==> src/rtl/store_align_unit.sv <==
// rtl/store_align_unit.sv - store-side byte-lane aligner with byte enables and word-crossing split
module store_align_unit (
  input  logic        clk,
  input  logic        reset,
  input  logic        req_valid,
  output logic        req_ready,
  input  logic [31:0] req_addr,
  input  logic [1:0]  req_size,
  input  logic [31:0] req_data,
  output logic        mem_valid,
  input  logic        mem_ready,
  output logic [31:0] mem_addr,
  output logic [31:0] mem_wdata,
  output logic [3:0]  mem_be,
  output logic        done,
  output logic        err
);
  typedef enum logic [1:0] {IDLE, BEAT0, BEAT1} state_t;

  state_t      r_state;
  state_t      w_next;
  logic        r_mem_valid;
  logic [31:0] r_mem_addr;
  logic [31:0] r_mem_wdata;
  logic [3:0]  r_mem_be;
  logic        r_done;
  logic        r_err;
  logic [31:0] r_hi_wdata;
  logic [3:0]  r_hi_be;

  logic        w_accept;
  logic        w_illegal;
  logic        w_beat_hs;
  logic [31:0] w_data_masked;
  logic [3:0]  w_be_base;
  logic [63:0] w_w64;
  logic [7:0]  w_be8;

  assign req_ready = (r_state == IDLE) && !reset;
  assign w_accept  = req_valid && req_ready;
  assign w_illegal = (req_size == 2'b11);
  assign w_beat_hs = r_mem_valid && mem_ready;

  always_comb begin
    w_data_masked = 32'h0;
    w_be_base     = 4'b0000;
    case (req_size)
      2'b00: begin
        w_data_masked = {24'h0, req_data[7:0]};
        w_be_base     = 4'b0001;
      end
      2'b01: begin
        w_data_masked = {16'h0, req_data[15:0]};
        w_be_base     = 4'b0011;
      end
      2'b10: begin
        w_data_masked = req_data;
        w_be_base     = 4'b1111;
      end
      default: begin
        w_data_masked = 32'h0;
        w_be_base     = 4'b0000;
      end
    endcase
  end

  // Upper halves of the 64-bit lane image become beat 1 when the store crosses a word.
  assign w_w64 = {32'h0, w_data_masked} << {req_addr[1:0], 3'b000};
  assign w_be8 = {4'h0, w_be_base} << req_addr[1:0];

  always_ff @(posedge clk or posedge reset) begin
    if (reset) r_state <= IDLE;
    else       r_state <= w_next;
  end

  always_comb begin
    w_next = r_state;
    case (r_state)
      IDLE:    if (w_accept && !w_illegal) w_next = BEAT0;
      BEAT0:   if (w_beat_hs) w_next = (r_hi_be != 4'h0) ? BEAT1 : IDLE;
      BEAT1:   if (w_beat_hs) w_next = IDLE;
      default: w_next = IDLE;
    endcase
  end

  always_ff @(posedge clk or posedge reset) begin
    if (reset) begin
      r_mem_valid <= 1'b0;
      r_mem_addr  <= 32'h0;
      r_mem_wdata <= 32'h0;
      r_mem_be    <= 4'h0;
      r_done      <= 1'b0;
      r_err       <= 1'b0;
      r_hi_wdata  <= 32'h0;
      r_hi_be     <= 4'h0;
    end else begin
      r_done <= 1'b0;
      r_err  <= 1'b0;
      case (r_state)
        IDLE: begin
          if (w_accept && w_illegal) begin
            r_err <= 1'b1;
          end else if (w_accept) begin
            r_mem_valid <= 1'b1;
            r_mem_addr  <= {req_addr[31:2], 2'b00};
            r_mem_wdata <= w_w64[31:0];
            r_mem_be    <= w_be8[3:0];
            r_hi_wdata  <= w_w64[63:32];
            r_hi_be     <= w_be8[7:4];
          end
        end
        BEAT0: begin
          if (w_beat_hs && (r_hi_be != 4'h0)) begin
            r_mem_addr  <= r_mem_addr + 32'd4;
            r_mem_wdata <= r_hi_wdata;
            r_mem_be    <= r_hi_be;
          end else if (w_beat_hs) begin
            r_mem_valid <= 1'b0;
            r_mem_addr  <= 32'h0;
            r_mem_wdata <= 32'h0;
            r_mem_be    <= 4'h0;
            r_done      <= 1'b1;
          end
        end
        BEAT1: begin
          if (w_beat_hs) begin
            r_mem_valid <= 1'b0;
            r_mem_addr  <= 32'h0;
            r_mem_wdata <= 32'h0;
            r_mem_be    <= 4'h0;
            r_done      <= 1'b1;
          end
        end
        default: r_mem_valid <= 1'b0;
      endcase
    end
  end

  assign mem_valid = r_mem_valid;
  assign mem_addr  = r_mem_addr;
  assign mem_wdata = r_mem_wdata;
  assign mem_be    = r_mem_be;
  assign done      = r_done;
  assign err       = r_err;
endmodule

==> config.mk <==
export PLATFORM = sky130hd
export DESIGN_NAME = store_align_unit
export DESIGN_NICKNAME = d
export VERILOG_FILES = /design/src/rtl/store_align_unit.sv
export SDC_FILE = /design/constraint.sdc
export NUM_CORES = 1
export LEC_CHECK = 0
export ABC_AREA = 1
export BUFFER_PORTS_ARGS = -buffer_cell sky130_fd_sc_hd__buf_2
export CORE_ASPECT_RATIO = 2
export CORE_MARGIN = 1.5
export CORE_UTILIZATION = 59
export DETAILED_ROUTE_END_ITERATION = 8
export PLACE_DENSITY = 0.95
export SLEW_MARGIN = 5
export SYNTH_ARGS = -nofsm -noshare
export SYNTH_HDL_FRONTEND = slang
export SYNTH_SLANG_ARGS = --single-unit
==> constraint.sdc <==
create_clock -name clk -period 3.15 [get_ports clk]
set_input_delay 0.315 -clock clk [delete_from_list [all_inputs] [get_ports clk]]
set_output_delay 0.315 -clock clk [all_outputs]
set_load 0.01 [all_outputs]
==> metrics.md, run 1 <==
| Metric | Value |
|---|---|
| Mapped cell area | slightly above 6000 um^2 |
| First-pass GRT wire length | roughly 32 mm |
| Setup Crit Path Kind | flop to flop |
| Final Hold Vio Count | 0 |
| Max transition margin | 0.362 |
| DIE WIDTH | 75.2 um |
| Syn Area/Cell | between 7 and 8 um^2 |
| Hold Crit Class | input port to async pin |
| Final WL | roughly 20 mm |
| Clk_lat worst skew | approximately 0.36 ns |
| Max cap viols | 0 |
| CTS H-tree depth | 3 |
| Buffers added on ports | around 140 |
| Initial DRC count | 556 |
| P per Cell Area | 988 nW/um^2 |
| Async set or reset register ratio after synthesis | 1.00 |
| Number of vias in the routed layout | between 6000 and 7000 |
| Number of synthesized flops with an enable pin | 0 |
| Core ar. | between 10000 and 15000 um^2 |
| Min cycle time layout | 2.50 ns |
| Total CTS buffers | 9 |
| Final Wtd Congestion | 1.01 |
| Layout Utilization | 0.721 |
| Cells after Synth | roughly 880 |
| Worst R2R Start | r_state[0]$_DFFE_PP0P_ |
| Initial antenna violation count | 0 |
| Ys Warns | 0 |
| Post-synthesis sequential area ratio | 0.407 |
| Peak supply drop | just under 0.6 mV |
| Post-synth top area cell | dfrtp_1 |
| Clock Sinks | 100 |
| Ports | approximately 140 |
| Most numerous cell in the Yosys netlist | nand2_1 |
| Fin Setup TNS | 0 ns |
| WL/cell | between 15 and 20 um |
| Yosys cell types | 35 |
| #FFs+latches synth | 100 |
| Initial Util | 0.606 |
| Vias in the first global route | 6801 |
| Crit start category | flop |
| Resized cells post-CTS | 0 |
| Clock-pin slew on the worst setup and hold paths | around 0.08 ns |
| Chip height | approximately 150 um |
| Period utilization | 0.793 |
| Worst setup startpoint | r_state[0]$_DFFE_PP0P_ |
| P&R area growth vs syn | 18.9% |
| Post-synth top cells | nand2_1 (283), inv_1 (101), dfrtp_1 (100) |
| Largest net degree at the start of global routing | 75 |
| WP data arrival | approximately 2.8 ns |
| Post-DP HPWL | about 15 mm |
| Syn nets | between 900 and 1000 |
| Critical Path RT | between 3 and 4 ns |
| Overall die area | 11100 um^2 |
| Worst Max-Slew Pin Slew | ~0.96 ns |
| Cells taking the most area after synthesis | dfrtp_1 (41%), nand2_1 (17%), inv_1 (6.2%) |
| Gr ovfl total | 0 |
| GRT Util Overall | 0.388 |
| Final setup fails | 0 |
| Clock tree root buffer cell | clkbuf_16 |
| Top cell type's share of synthesized area | 0.407 |
| Drt pass-1 iters | 6 |
| Post-CTS Setup Repair Bufs | 0 |
| Clock Skew | between 0.008 and 0.009 ns |
| Share of cells above drive strength 1 | 0.196 |
| Ys flop type | dfrtp_1 |
| Hold bufs inserted after CTS | 0 |
| TritonCTS clock tree | done |
| Max Clk Rate | about 400 MHz |
| CP max FO | 11 |
| Post-DRT Antenna Nets | 0 |
| RSZ-0062 raised after global routing | false |
| Clock tree buffer depth | 2 |
| Row cnt | 52 |
| DR vias/cell | 6.00 |
| Inserted Diodes | 0 |
| DRC viols | 0 |
| Final-stage net count | around 1100 |
| Pins Over Slew Limit | 0 |
| Leakage | 3.80 nW |
| CP endpoint kind | flop |
| Outcome | finished, final reports clean |
[worst max-delay path, stage by stage, from the launching register on]
cell,delay [ns]
dfrtp_1,0.40
inv_1,0.11
ha_1,0.39
inv_2,0.19
nand2_1,0.13
nor2_1,0.73
inv_1,0.23
o211ai_1,0.24
[final timing paths]
kind | slack, ns | cells past startpoint | to
max in group asynchronous | 1.82 | 4 | mem_wdata[23]$_DFFE_PP0P_
min | 0.06 | 3 | mem_valid$_DFFE_PP0P_
max | 0.65 | 7 | mem_wdata[0]$_DFFE_PP0P_
max reg2reg | 0.65 | 7 | mem_wdata[0]$_DFFE_PP0P_
min reg2reg | 0.48 | 2 | mem_wdata[28]$_DFFE_PP0P_
min in group clk | 0.16 | 3 | mem_addr[21]$_DFFE_PP0P_
[per-layer routing]
metal,up-vias,routed length [um],track usage
li1,3131,-,-
met1,3120,6420,0.391
met2,502,10500,0.645
met3,167,1670,0.0844
met4,0,1830,0.328
met5,-,0,0
[registers in the layout (all words and copies together) (netlist names)]
signal	flops
mem_addr	32
mem_wdata	32
r_hi_wdata	24
mem_be	4
r_hi_be	3
r_state	2
done	1
err	1
mem_valid	1
[metrics by stage]
step	total power, mW	cells	cell area, um^2	setup WS, ns	hold WS [ns]
after floorplan	4.67	878	6150	0.373	0.432
after global placement	5.82	1137	6990	0.875	0.445
after detailed placement	5.92	1137	6990	0.755	0.445
after CTS	7.15	1153	7310	0.711	0.0718
after global routing	7.70	1153	7310	0.539	0.0998
final	7.23	1153	7310	0.652	0.0565
[cell families after synthesis]
kind of cell | Yosys count | synth area share
buf+inv | 144 | 0.0934
fa+ha+maj | 11 | 0.0224
flops | 100 | 0.407
simple gates | 455 | 0.304
mux | 1 | 0.00163
compound gates | 167 | 0.172
[layout make-up]
cell class                 instances  area, um^2
timing repair buffer             156         818
multi-input combinational        634        3080
fill                             848        2840
sequential                       100        2500
inverter                         112         423
clock inverter                     7         100
clock buffer                       9         225
tap                              135         169
[placed cells by master, fill, tap and decap left out, types with 20 or more instances in the layout]
cell and n:
nand2_1 283, buf_2 141, inv_1 101, dfrtp_1 100, nor2_1 85, nand3_1 56
o21ai_0 49, o211ai_1 36, o22ai_1 30, a21oi_1 20
[power breakdown]
group	total (mW)	switching, mW	leakage (nW)	internal, mW
Sequential	2.29	0.470	1.30	1.82
Clock	1.21	0.564	0.158	0.647
Combinational	3.73	2.47	2.33	1.25
Power figures use the tool's default switching activity.
==> run 2, diff against run 1 <==
- ABC_AREA: 1 -> 0
- CORE_UTILIZATION: 59 -> 54
- PLACE_DENSITY: 0.95 -> 0.9
- clock period: 3.15 -> 2.6 ns (I/O delays scaled with it)
==> metrics.md, run 2 <==
| Metric | Value |
|---|---|
| Outcome | finished, final reports clean |
| Worst setup startpoint | reset |
| Comb power frac | 0.462 |
| Clock tree buffer depth | 2 |
| Worst Setup Slack, final | a little under 0.3 ns |
| Initial DRC count | roughly 410 |
| Max cap viols | 0 |
| Gr ovfl total | 0 |
| Share of cells above drive strength 1 | 0.272 |
| Net switching power | between 3 and 4 mW |
| Post-synth top cells | dfrtp_1 (100), nand2_1 (99), nor2_1 (52) |
| Row cnt | 52 |
| First-pass GRT wire length | between 20 and 30 mm |
| Critical Path RT | approximately 2.9 ns |
| Min Hold Slack | between 0.1 and 0.15 ns |
| Most numerous cell in the Yosys netlist | dfrtp_1 |
| Final WL | ~18 mm |
| Vias in the first global route | around 5600 |
| WL/cell | just over 20 um |
| Final setup fails | 0 |
| Initial antenna violation count | 0 |
| Fill cells | about 850 |
| CTS H-tree depth | 3 |
| CP endpoint kind | flop |
| Max transition margin | 0.568 |
| Async set or reset register ratio after synthesis | 1.00 |
| Total CTS buffers | 9 |
| Ys Warns | 0 |
| Chip height | around 150 um |
| P&R area growth vs syn | 21.8% |
| Number of synthesized flops with an enable pin | 0 |
| Final Hold Vio Count | 0 |
| Syn Area/Cell | 9.02 um^2 |
| Ports | between 100 and 150 |
| Final Wtd Congestion | around 0.97 |
| Largest net degree at the start of global routing | a little under 90 |
| Period utilization | 0.888 |
| CP max FO | 10 |
| Final Cell Area | 6870 um^2 |
| DIE WIDTH | 75.3 um |
| Resized cells post-CTS | 0 |
| Drt pass-1 iters | 7 |
| Clock Power Share | 0.188 |
| Final-stage net count | roughly 840 |
| Number of vias in the routed layout | 5746 |
| Clock tree root buffer cell | clkbuf_16 |
| Setup WS pre-CTS | between 0.2 and 0.25 ns |
| #FFs+latches synth | 100 |
| Pins Over Slew Limit | 0 |
| DR vias/cell | 6.36 |
| Post-DP HPWL | between 10 and 15 mm |
| Post-DRT Antenna Nets | 0 |
| Setup slack, reg-to-reg | about 0.38 ns |
| Post-synthesis sequential area ratio | 0.444 |
| Ys flop type | dfrtp_1 |
| Sequential Power Share | 0.350 |
| Leading cell types in the layout, fill and taps excluded | buf_2 (141), dfrtp_1 (100), nand2_1 (99), nor2_1 (52), o21ai_0 (38) |
| Inserted Diodes | 0 |
| Peak supply drop | 0.573 mV |
| Hold bufs inserted after CTS | 1 |
| Reg2Reg Capture Point | mem_be[0]$_DFFE_PP0P_ |
| Setup Crit Path Kind | input port to flop |
| Mapped cell area | between 5000 and 6000 um^2 |
| Clk_lat worst skew | 0.35 ns |
| Max Clk Rate | roughly 430 MHz |
| Switching share of total power | 0.444 |
| Worst Max-Slew Pin Slew | roughly 0.65 ns |
| Crit start category | input port |
| Fin Setup TNS | 0 ns |
| Layout Utilization | 0.677 |
| Hold Crit Class | input port to flop |
| Leakage | roughly 3.3 nW |
| TritonCTS clock tree | done |
| Worst R2R Start | r_state[1]$_DFFE_PP0P_ |
| Yosys cell types | 63 |
| Min cycle time layout | 2.31 ns |
| DP Area | 6550 um^2 |
| Post-CTS Setup Repair Bufs | 0 |
| Commonest non-fill, non-tap cell in the layout | buf_2 |
| Crit path to | mem_addr[8]$_DFFE_PP0P_ |
| Clock-pin slew on the worst setup and hold paths | ~0.070 ns |
| Cells after Synth | roughly 630 |
| R2R depth | 8 |
| Overall die area | about 11000 um^2 |
| P per Cell Area | 1090 nW/um^2 |
| Initial Util | 0.555 |
| Clock Skew | 0.00904 ns |
| RSZ-0062 raised after global routing | false |
| Syn nets | just over 700 |
| Cells taking the most area after synthesis | dfrtp_1 (44%), nand2_1 (6.6%), a22oi_1 (4.8%) |
| Top cell type's share of synthesized area | 0.444 |
| DRC viols | 0 |
| GRT Util Overall | 0.337 |
| WP data arrival | 2.60 ns |
| Buffers added on ports | 141 |
| Clock Sinks | 100 |
| Internal | between 4 and 5 mW |
| Core ar. | between 10000 and 15000 um^2 |
| Post-synth top area cell | dfrtp_1 |
==> run 2: cell types whose count changed after synthesis, sizes merged, moves of 14 or more <==
cell	change
a22o	+22
a22oi	+34
clkbuf	+14
inv	-98
nand2	-182
nand3	-31
nor2	-41
o211ai	-34
o22ai	-29
==> run 2: worst max-delay path: stages <==
cell,delay (ns)
dlygate4sd3_1,0.53
buf_2,0.16
or3b_4,0.42
a21oi_4,0.24
nand2_1,0.30
or4_1,0.58
nand3_1,0.09
==> run 2: power by group through the flow <==
stage / clock network [mW] / logic, mW / registers, mW
after floorplan: 0 / 2.05 / 2.69
after global placement: 0 / 3.29 / 2.58
after detailed placement: 0 / 3.41 / 2.62
after CTS: 1.41 / 3.43 / 2.59
after global routing: 1.47 / 3.77 / 2.67
final: 1.41 / 3.45 / 2.61
==> run 2: per-layer routing <==
layer  share of wire  track usage  wire (um)  up-vias
met5               0            0          0        -
met4           0.067        0.205       1240        0
met3           0.071       0.0477       1300       81
met2            0.52        0.586       9560      358
met1            0.34        0.372       6290     2728
li1                -            -          -     2579
==> run 2: cell type report <==
type	instances	area [um^2]	area share
well taps	135	169	0.0246
inverters	13	52.6	0.00765
multi-input cells	471	2900	0.423
repair buffers	168	936	0.136
clock inverters	6	77.6	0.0113
flip-flops and latches	100	2500	0.364
clock buffers	10	229	0.0333
==> run 2: how the worst min path moves through the flow <==
| stage | startpoint | end | slack, ns | cells past startpoint |
|---|---|---|---|---|
| after global placement | reset | err$_DFF_PP0_ | 0.28 | 2 |
| final | req_addr[3] | mem_addr[3]$_DFFE_PP0P_ | 0.12 | 3 |
| after detailed placement | reset | err$_DFF_PP0_ | 0.29 | 2 |
| after floorplan | req_addr[12] | mem_addr[12]$_DFFE_PP0P_ | 0.38 | 2 |
| after global routing | req_addr[19] | mem_addr[19]$_DFFE_PP0P_ | 0.13 | 3 |
| after CTS | req_addr[12] | mem_addr[12]$_DFFE_PP0P_ | 0.11 | 3 |
==> run 2: metrics by stage <==
stage,instances,total power [mW]
3_3_place_gp,886,5.87
5_1_grt,903,7.91
2_1_floorplan,625,4.74
3_5_place_dp,886,6.03
4_1_cts,903,7.43
6_report,903,7.47
==> run 2: cells by family after synthesis <==
group,share of synthesized area
flops,0.444
buf+inv,0.0424
mux,0.0375
compound gates,0.240
simple gates,0.212
fa+ha+maj,0.0244
